--- config.mk ---
export PLATFORM = sky130hd
export DESIGN_NAME = serializer_9to1
export DESIGN_NICKNAME = d
export VERILOG_FILES = /design/src/rtl/serializer_9to1_pkg.sv /design/src/rtl/serializer_9to1.sv
export SDC_FILE = /design/constraint.sdc
export NUM_CORES = 1
export LEC_CHECK = 0
export CAP_MARGIN = 10
export CELL_PAD_IN_SITES_DETAIL_PLACEMENT = 0
export CELL_PAD_IN_SITES_GLOBAL_PLACEMENT = 1
export CORE_ASPECT_RATIO = 1.1
export CORE_MARGIN = 2
export CORE_UTILIZATION = 27
export DETAILED_ROUTE_END_ITERATION = 7
export PLACE_DENSITY = 0.56
export SLEW_MARGIN = 20
export SYNTH_ARGS = -nofsm -noshare
export SYNTH_HDL_FRONTEND = slang
export SYNTH_SLANG_ARGS = --single-unit
--- constraint.sdc ---
create_clock -name clk -period 4.65 [get_ports clk]
set_input_delay 0.465 -clock clk [delete_from_list [all_inputs] [get_ports clk]]
set_output_delay 0.465 -clock clk [all_outputs]
set_load 0.01 [all_outputs]
--- src/rtl/serializer_9to1_pkg.sv ---
// Shared constants, state encoding and slot-to-bit mapping for the 9-to-1 serial link.
// The receiver side reuses slot_bit so that both ends agree on the frame layout.
package serializer_9to1_pkg;

    localparam int CATCH_START_BIT_DEF = 10;
    localparam int FRAME_LEN_DEF       = 32;
    localparam int WORD_W              = 9;
    localparam int SEL_W               = 5;

    typedef enum logic {
        IDLE = 1'b0,
        SEND = 1'b1
    } state_t;

    // Slots catch_start..catch_start+7 carry bits 0..7; every other slot carries bit 8.
    function automatic logic slot_bit(input logic [WORD_W-1:0] word,
                                      input logic [SEL_W-1:0]  slot,
                                      input int                catch_start);
        int idx;
        idx = int'(slot) - catch_start;
        if (idx >= 0 && idx <= 7) begin
            return word[idx[2:0]];
        end
        return word[WORD_W-1];
    endfunction

endpackage

--- src/rtl/serializer_9to1.sv ---
// 9-bit parallel to 1-bit serial framer with a one-deep holding register,
// back-to-back frame chaining and a last-slot bypass for a freshly offered word.
module serializer_9to1
    import serializer_9to1_pkg::*;
#(
    parameter int CATCH_START_BIT = CATCH_START_BIT_DEF,
    parameter int FRAME_LEN       = FRAME_LEN_DEF
) (
    input  logic              clk,
    input  logic              reset,
    input  logic              load_valid,
    input  logic [WORD_W-1:0] Data_in,
    output logic              load_ready,
    output logic              Data_out,
    output logic [SEL_W-1:0]  sel,
    output logic              frame_active,
    output logic              frame_done
);

    localparam logic [SEL_W-1:0] LAST_SEL = SEL_W'(FRAME_LEN - 1);

    state_t            state;
    logic [WORD_W-1:0] cur_word;
    logic [WORD_W-1:0] nxt_word;
    logic              nxt_valid;
    logic              accept;

    assign load_ready   = !nxt_valid;
    assign accept       = load_valid && load_ready;
    assign frame_active = (state == SEND);

    // NOTE: every register here, including both word registers, is cleared by reset so a
    // frame after reset can never expose stale data; all state updates are non-blocking.
    always_ff @(posedge clk or negedge reset) begin
        if (!reset) begin
            state     <= IDLE;
            sel       <= '0;
            Data_out  <= 1'b0;
            frame_done <= 1'b0;
            cur_word  <= '0;
            nxt_word  <= '0;
            nxt_valid <= 1'b0;
        end else begin
            frame_done <= (state == SEND) && (sel == LAST_SEL);
            case (state)
                IDLE: begin
                    if (accept) begin
                        cur_word <= Data_in;
                        state    <= SEND;
                        sel      <= '0;
                        Data_out <= slot_bit(Data_in, '0, CATCH_START_BIT);
                    end else begin
                        sel      <= '0;
                        Data_out <= 1'b0;
                    end
                end
                SEND: begin
                    if (sel != LAST_SEL) begin
                        sel      <= sel + 1'b1;
                        Data_out <= slot_bit(cur_word, sel + 1'b1, CATCH_START_BIT);
                        if (accept) begin
                            nxt_word  <= Data_in;
                            nxt_valid <= 1'b1;
                        end
                    end else if (nxt_valid) begin
                        // Chain the held word so slot 0 follows the last slot with no gap.
                        cur_word  <= nxt_word;
                        nxt_valid <= 1'b0;
                        sel       <= '0;
                        Data_out  <= slot_bit(nxt_word, '0, CATCH_START_BIT);
                    end else if (accept) begin
                        cur_word <= Data_in;
                        sel      <= '0;
                        Data_out <= slot_bit(Data_in, '0, CATCH_START_BIT);
                    end else begin
                        state    <= IDLE;
                        sel      <= '0;
                        Data_out <= 1'b0;
                    end
                end
            endcase
        end
    end

endmodule

==> Word-level counts from Yosys, hierarchy flattened <==
Index checks and enable logic that the tools add are counted.
{ "totals": {"regBits": 27, "word_cells": 46, "output_inout_bits": 9, "in_bits": 12} }
{ "classes": {"n_eq_ne": 4, "reduce_logical": 6, "n_addsub": 2, "mux": 23, "bitwise_logic": 1, "magnitude_cmp": 3} }
{ "ops": {"columns": ["cell", "count"], "rows": [
  ["2-to-1 mux 9 bit", 3],
  ["one-hot mux 9 bit (2 select lines)", 1],
  ["2-to-1 mux 1 bit", 14],
  ["one-hot mux 5 bit (2 select lines)", 1],
  [">= comparator 6 x 1 -> 1 bit, second input constant", 1],
  ["<= comparator 6 x 4 -> 1 bit, second input constant", 1],
  ["subtractor 5 x 4 -> 6 bit, second input constant", 1],
  ["adder 5 x 1 -> 5 bit, second input constant", 1],
  ["== test 5 bit, second input constant", 1],
  ["less-than comparator 3 x 5 -> 1 bit, second input constant", 1],
  ["2-to-1 mux 5 bit", 1],
  ["inequality test 5 bit, second input constant", 1],
  ["inequality test 2 bit, second input constant", 2],
  ["one-hot mux 1 bit (2 select lines)", 2],
  ["binary-select mux 1 bit (select 3 bit)", 1],
  ["logical AND 1 bit", 3],
  ["AND reduction 3 bit", 1],
  ["AND reduction 2 bit", 1],
  ["zero test 1 bit", 1],
  ["NOT 1 bit", 1]
]} }

==> Logic depth before layout (Yosys ltp) <==
{ "logic_depth": {"depth_word": 10, "ltp_mapped": 9, "mapped_depth_nobuf": 9} }

==> Least setup slack after synthesis <==
OpenSTA, ideal clock, no wires.
{ "synth_timing": {"kind": "reg-to-reg", "from": "register sel[0]", "to": "register nxt_word[0]", "required_time_ns": 4.525, "period_less_slack_ns": 2.068, "stages_incl_launch_ff": 8, "setup_time_ns": 0.125, "n_path_buf": 1, "arrival_ns": 1.943, "setup_slack_ns": 2.582, "cell_sequence": "dfrtp_1 ha_1 and3_2 ha_1 nand2b_1 buf_2 nor2_4 mux2_2"} }
{ "synth_between": {"elab_chain_cells": 2} }
{ "synth_lines": {"columns": ["item", "line", "text"], "rows": [
  ["start, declared", "serializer_9to1.sv:15", "output logic [SEL_W-1:0] sel,"],
  ["start signal, assigned", "serializer_9to1.sv:59", "sel <= sel + 1'b1;"],
  ["inequality test 5 bit", "serializer_9to1.sv:58", "if (sel != LAST_SEL) begin"],
  ["AND reduction 3 bit (no line)", null, null],
  ["end signal, assigned", "serializer_9to1.sv:62", "nxt_word <= Data_in;"],
  ["end, declared", "serializer_9to1.sv:24", "logic [WORD_W-1:0] nxt_word;"]
]} }
No other way between the ends.
A chain may end at the register's enable or synchronous reset.

==> Worst setup path in the final report <==
{ "layout_timing": {"from": "register sel[0]", "to": "register nxt_word[1]"} }
The elaborated chain is that of the path after synthesis.

==> flow_summary.json <==
{
  "port_buffers": 20,
  "clk_latency_ps": 270,
  "synth_xor_area_frac": 0.0258,
  "dr.pass1.iters": 4,
  "die_h_um": 75.7,
  "setup_viol": 0,
  "fp.dieW_um": 69.2,
  "path_clk_slew_ps": 90,
  "switchingPower_uw": 111,
  "cts_resized": 0,
  "crit_end": "nxt_word[1]",
  "drive_above_1_share": 0.172,
  "reg2reg_to": "nxt_word[1]",
  "tns_ps": 0,
  "synthCells": 106,
  "setup_slack_ps": 2140,
  "row_count": 26,
  "cts_max_path_buffers": 2,
  "max_slew_margin": 0.502,
  "post-route-period-util": 0.539,
  "comb_power_share": 0.134,
  "critPathMaxFanout": 18,
  "area_growth_pct": 24.7,
  "power.internal_uw": 353,
  "vias": 870,
  "root_buffer": "clkbuf_8",
  "cp-start-kind": "flop",
  "maxCapViolCount": 0,
  "yosysSeqAreaShare": 0.535,
  "synth_compound_area_frac": 0.133,
  "cts_tree": "built",
  "htree_num_levels": 1,
  "ys_warn_count": 0,
  "fillers": 465,
  "grt_overflow_total": 0,
  "required_ps": 4810,
  "final_common_cell": "dfrtp_1",
  "powerDensity_nw_per_um2": 295,
  "rsz0062_at_grt": "no",
  "final_hold_viol_count": 0,
  "hold_buffers": 0,
  "crit_path_start": "sel[0]",
  "postCtsSetupBuffers": 0,
  "swShare": 0.239,
  "routed_wirelength_um": 2300,
  "synth_adder_area_share": 0.0396,
  "place_area_um2": 1530,
  "wl_per_cell_um": 12.5,
  "end_kind": "flop",
  "synthSimpleGateAreaFrac": 0.112,
  "p_seq_frac": 0.580,
  "synthMuxAreaShare": 0.124,
  "r2r_slack_ps": 2140,
  "fin_skew_ps": 2.20,
  "reg2regPathDepth": 6,
  "nets": 145,
  "first_iter_violations": 36,
  "worstSetupPathType": "reg -> reg",
  "layout_common_cells": "dfrtp_1 (27), clkdlybuf4s50_1 (20), nor2_1 (12)",
  "ir_worst_vdd_mv": 0.118,
  "clkSinkCount": 27,
  "grt_pass1_vias": 884,
  "hp-class": "reg -> reg",
  "grt_max_degree": 28,
  "p_leak_nw": 0.682,
  "syn_area_um2": 1260,
  "pre_cts_ws_ps": 2130,
  "place_congestion": 0.742,
  "avgSynthCellArea_um2": 11.9,
  "synth_top_family_by_area": "compound AO/OA/AOI/OAI gates",
  "pin_count": 21,
  "fmax_ghz": 0.399,
  "fin_crit_ps": 2510,
  "arrival_ps": 2670,
  "initial_core_util": 0.275,
  "route.detailed.drc": 0,
  "slew_violations": 0,
  "vias_per_cell": 4.73,
  "dieArea_um2": 5240,
  "syn-num-nets": 122,
  "synthDistinctLibCells": 29,
  "antennaDiodeCount": 0,
  "grt_pass1_wl_um": 4020,
  "antenna_left": 0,
  "fin_area_um2": 1570,
  "tightest_slew_ps": 747,
  "dp_hpwl_um": 1700,
  "ys_seq_elements": 27,
  "core_area_um2": 4590,
  "grt.total_usage": 0.0971,
  "antenna_found_initial": 0,
  "cts_buffers": 3,
  "p_clk_frac": 0.286,
  "r2r_start": "sel[0]",
  "status": "finished, final reports clean"
}
## synthesized netlist by cell type
cell type,number,share of area
nand4_1,1,0.0050
nand3_1,2,0.0079
mux2i_1,1,0.0079
o22ai_1,9,0.045
a21oi_1,8,0.032
xnor2_2,1,0.013
nand2b_1,1,0.0050
nor2_1,12,0.036
o211a_1,1,0.0079
mux2_1,3,0.027
a21boi_2,1,0.0089
nor2_4,1,0.0089
nand2_1,6,0.018
dfrtp_1,27,0.54
clkbuf_1,2,0.0059
mux2_2,6,0.054
xor2_2,1,0.013
and2_1,2,0.0099
o21ai_0,1,0.0040
o31ai_2,1,0.0099
a2111oi_4,1,0.022
nand3_2,1,0.0079
ha_1,4,0.040
and3_2,1,0.0059
mux4_2,2,0.036
nor3_2,1,0.0079
inv_1,7,0.021
buf_2,1,0.0040
o21ai_1,1,0.0040
## worst min-delay path by stage
stage             endpoint  slack (ps)        start  depth (start not counted)
3_5_place_dp   nxt_word[7]         480  nxt_word[7]                          1
5_1_grt        nxt_word[7]         530  nxt_word[7]                          1
3_3_place_gp   nxt_word[7]         470  nxt_word[7]                          1
6_report       nxt_word[7]         500  nxt_word[7]                          1
4_1_cts        nxt_word[7]         500  nxt_word[7]                          1
2_1_floorplan     Data_out         170        reset                          0
## critical path: stages (launching register included)
cell and delay [ps]:
dfrtp_1 450, ha_1 260, and3_2 220, ha_1 180, nand2b_1 490, nor2_4 430, mux2_2 370
## cell families (layout without fill, tap and decap cells)
logic type | count (synthesis) | in the layout
AND/OR/NAND/NOR | 28 | 28
flip-flops | 27 | 27
AO/OA/AOI/OAI | 23 | 23
multiplexers | 12 | 12
buffers and inverters | 10 | 32
adder cells (fa/ha/maj) | 4 | 4
XOR/XNOR | 2 | 2
## layer usage
layer | track usage | wire, um
met1 | 0.118 | 1070
met2 | 0.171 | 1100
met3 | 0.0212 | 94
met4 | 0.0392 | 31
met5 | 0 | 0
## final cells by class
class	instances	area, um^2	area share
Clock buffer	3	41.3	0.0262
Timing Repair Buffer	21	208	0.132
Inverter	7	26.3	0.0167
Multi-Input combinational cell	69	548	0.348
Clock inverter	1	5.00	0.00318
Tap cell	56	70.1	0.0445
Sequential cell	27	676	0.429
## power by group through the flow
stage	clock network, mW	logic, mW	registers, mW
2_1_floorplan	0	0.0389	0.271
3_3_place_gp	0	0.0628	0.273
3_5_place_dp	0	0.0636	0.274
4_1_cts	0.137	0.0643	0.269
5_1_grt	0.149	0.0693	0.273
6_report	0.133	0.0622	0.269
## metrics by stage
stage	utilization	hold slack, ps	total power [mW]	cells
global route	0.343	532	0.492	184
floorplan	-	169	0.310	106
CTS	0.343	501	0.470	184
global placement	0.333	468	0.336	180
detailed placement	0.333	480	0.337	180
finish	0.343	497	0.464	184
## flip-flops by register name (all words and copies together) (netlist names)
signal,cells
sel,5
Data_out,1
frame_done,1
nxt_word,9
frame_active,1
nxt_valid,1
cur_word,9
(Power assumes the default switching activity.)
==> patch, RTL diff (same flow settings) <==
Set the package constant `WORD_W` to 8 (it was 9).
--- a/src/rtl/serializer_9to1_pkg.sv
+++ b/src/rtl/serializer_9to1_pkg.sv
@@ -5,5 +5,5 @@
     localparam int CATCH_START_BIT_DEF = 10;
     localparam int FRAME_LEN_DEF       = 32;
-    localparam int WORD_W              = 9;
+    localparam int WORD_W              = 8;
     localparam int SEL_W               = 5;
 
Ports: changed (resized Data_in); port bits go from 21 to 20. No check against the original RTL was run, so the function may have changed too.
==> patch against the unedited design <==
- first-iteration DRC count is 14% lower
- final cell count is 6.5% lower
- setup slack better by 14 ps
- via count is 5.5% lower
- area after synthesis is 8.9% lower
- sequential cell count is 2 lower
- clock skew is 2.6 ps higher
- wire length is 0.70% lower
- hold slack worse by 4.0 ps
- sequential power is 7.8% lower
- clock power is 5% lower
- count of clock-buffer cells in the layout is 1 higher
- total power is 6.5% lower
- final area is 7.9% lower
- highest routed layer unchanged
==> patch: results (changes against the unedited design) <==
| Metric | Value |
|---|---|
| Status | finished, final reports clean (unchanged) |
| DP Cell Count | 168 (was 180) |
| Nets | 136 (was 145) |
| Vias per cell | 4.779 (was 4.728) |
| M3 GR Usage | 1.860% (was 2.116%) |
| Area post-placement | 0.001405 mm^2 (was 0.001528 mm^2) |
| Largest net degree at the start of global routing | 26 (was 28) |
| Syn_nets | 113 (was 122) |
| Sequential area share after synthesis | 54.41% (was 53.52%) |
| Met2 WL | 1151 um (was 1100 um) |
| Synth cell count leaders | dfrtp_1, nor2_1, o22ai_1 (unchanged) |
| Number of port buffers | 19 (was 20) |
| Slew headroom | 62.26% (was 50.20%) |
| Met1 Track Usage GR | 14.90% (was 11.82%) |
| First-pass GRT wire length | 3939 um (was 4015 um) |
| Post-place setup slack | 2145 ps (was 2131 ps) |
| Syn Inst Count | 98 (was 106) |
| Routability cong. | 0.6989 (was 0.7420) |
| Worst vdd ir | 0.0001375 V (was 0.0001184 V) |
| CP max FO | 5 (was 18) |
| Final HPWL DP | 1696 um (was 1703 um) |
| WL final | 2281 um (was 2297 um) |
| Largest regs | cur_word (8), nxt_word (8), sel (5) (was cur_word (9), nxt_word (9), sel (5)) |
| Number of global-route vias before repair | 797 (was 884) |
| Xor/xnor share of the synthesized area | 2.176% (was 2.577%) |
patch: layout make-up:
class / count / area, um^2
well taps: 52 / 65.06
multi-input cells: 65 / 494.2
repair buffers: 20 / 197.7
flip-flops and latches: 25 / 625.6
inverters: 6 / 22.52
fillers: 422 / 2574
clock buffers: 4 / 45.04
patch: final timing paths:
check	start	slack (ps)	cells after the start	endpoint
worst max-delay path	sel[0]$_DFF_PN0_	2160	8	Data_out$_DFF_PN0_
worst min-delay path	nxt_word[0]$_DFFE_PN0P_	490	1	nxt_word[0]$_DFFE_PN0P_
worst max register to register	sel[0]$_DFF_PN0_	2160	8	Data_out$_DFF_PN0_
worst min register to register	nxt_word[0]$_DFFE_PN0P_	490	1	nxt_word[0]$_DFFE_PN0P_
max in group asynchronous	reset	3850	2	cur_word[0]$_DFFE_PN0P_
min in group asynchronous	reset	550	2	nxt_word[5]$_DFFE_PN0P_
patch: power by group:
part / internal, W / switching (W)
clock: 0.0000612 / 0.0000653
sequential: 0.000238 / 0.00000956
combinational: 0.0000328 / 0.0000267
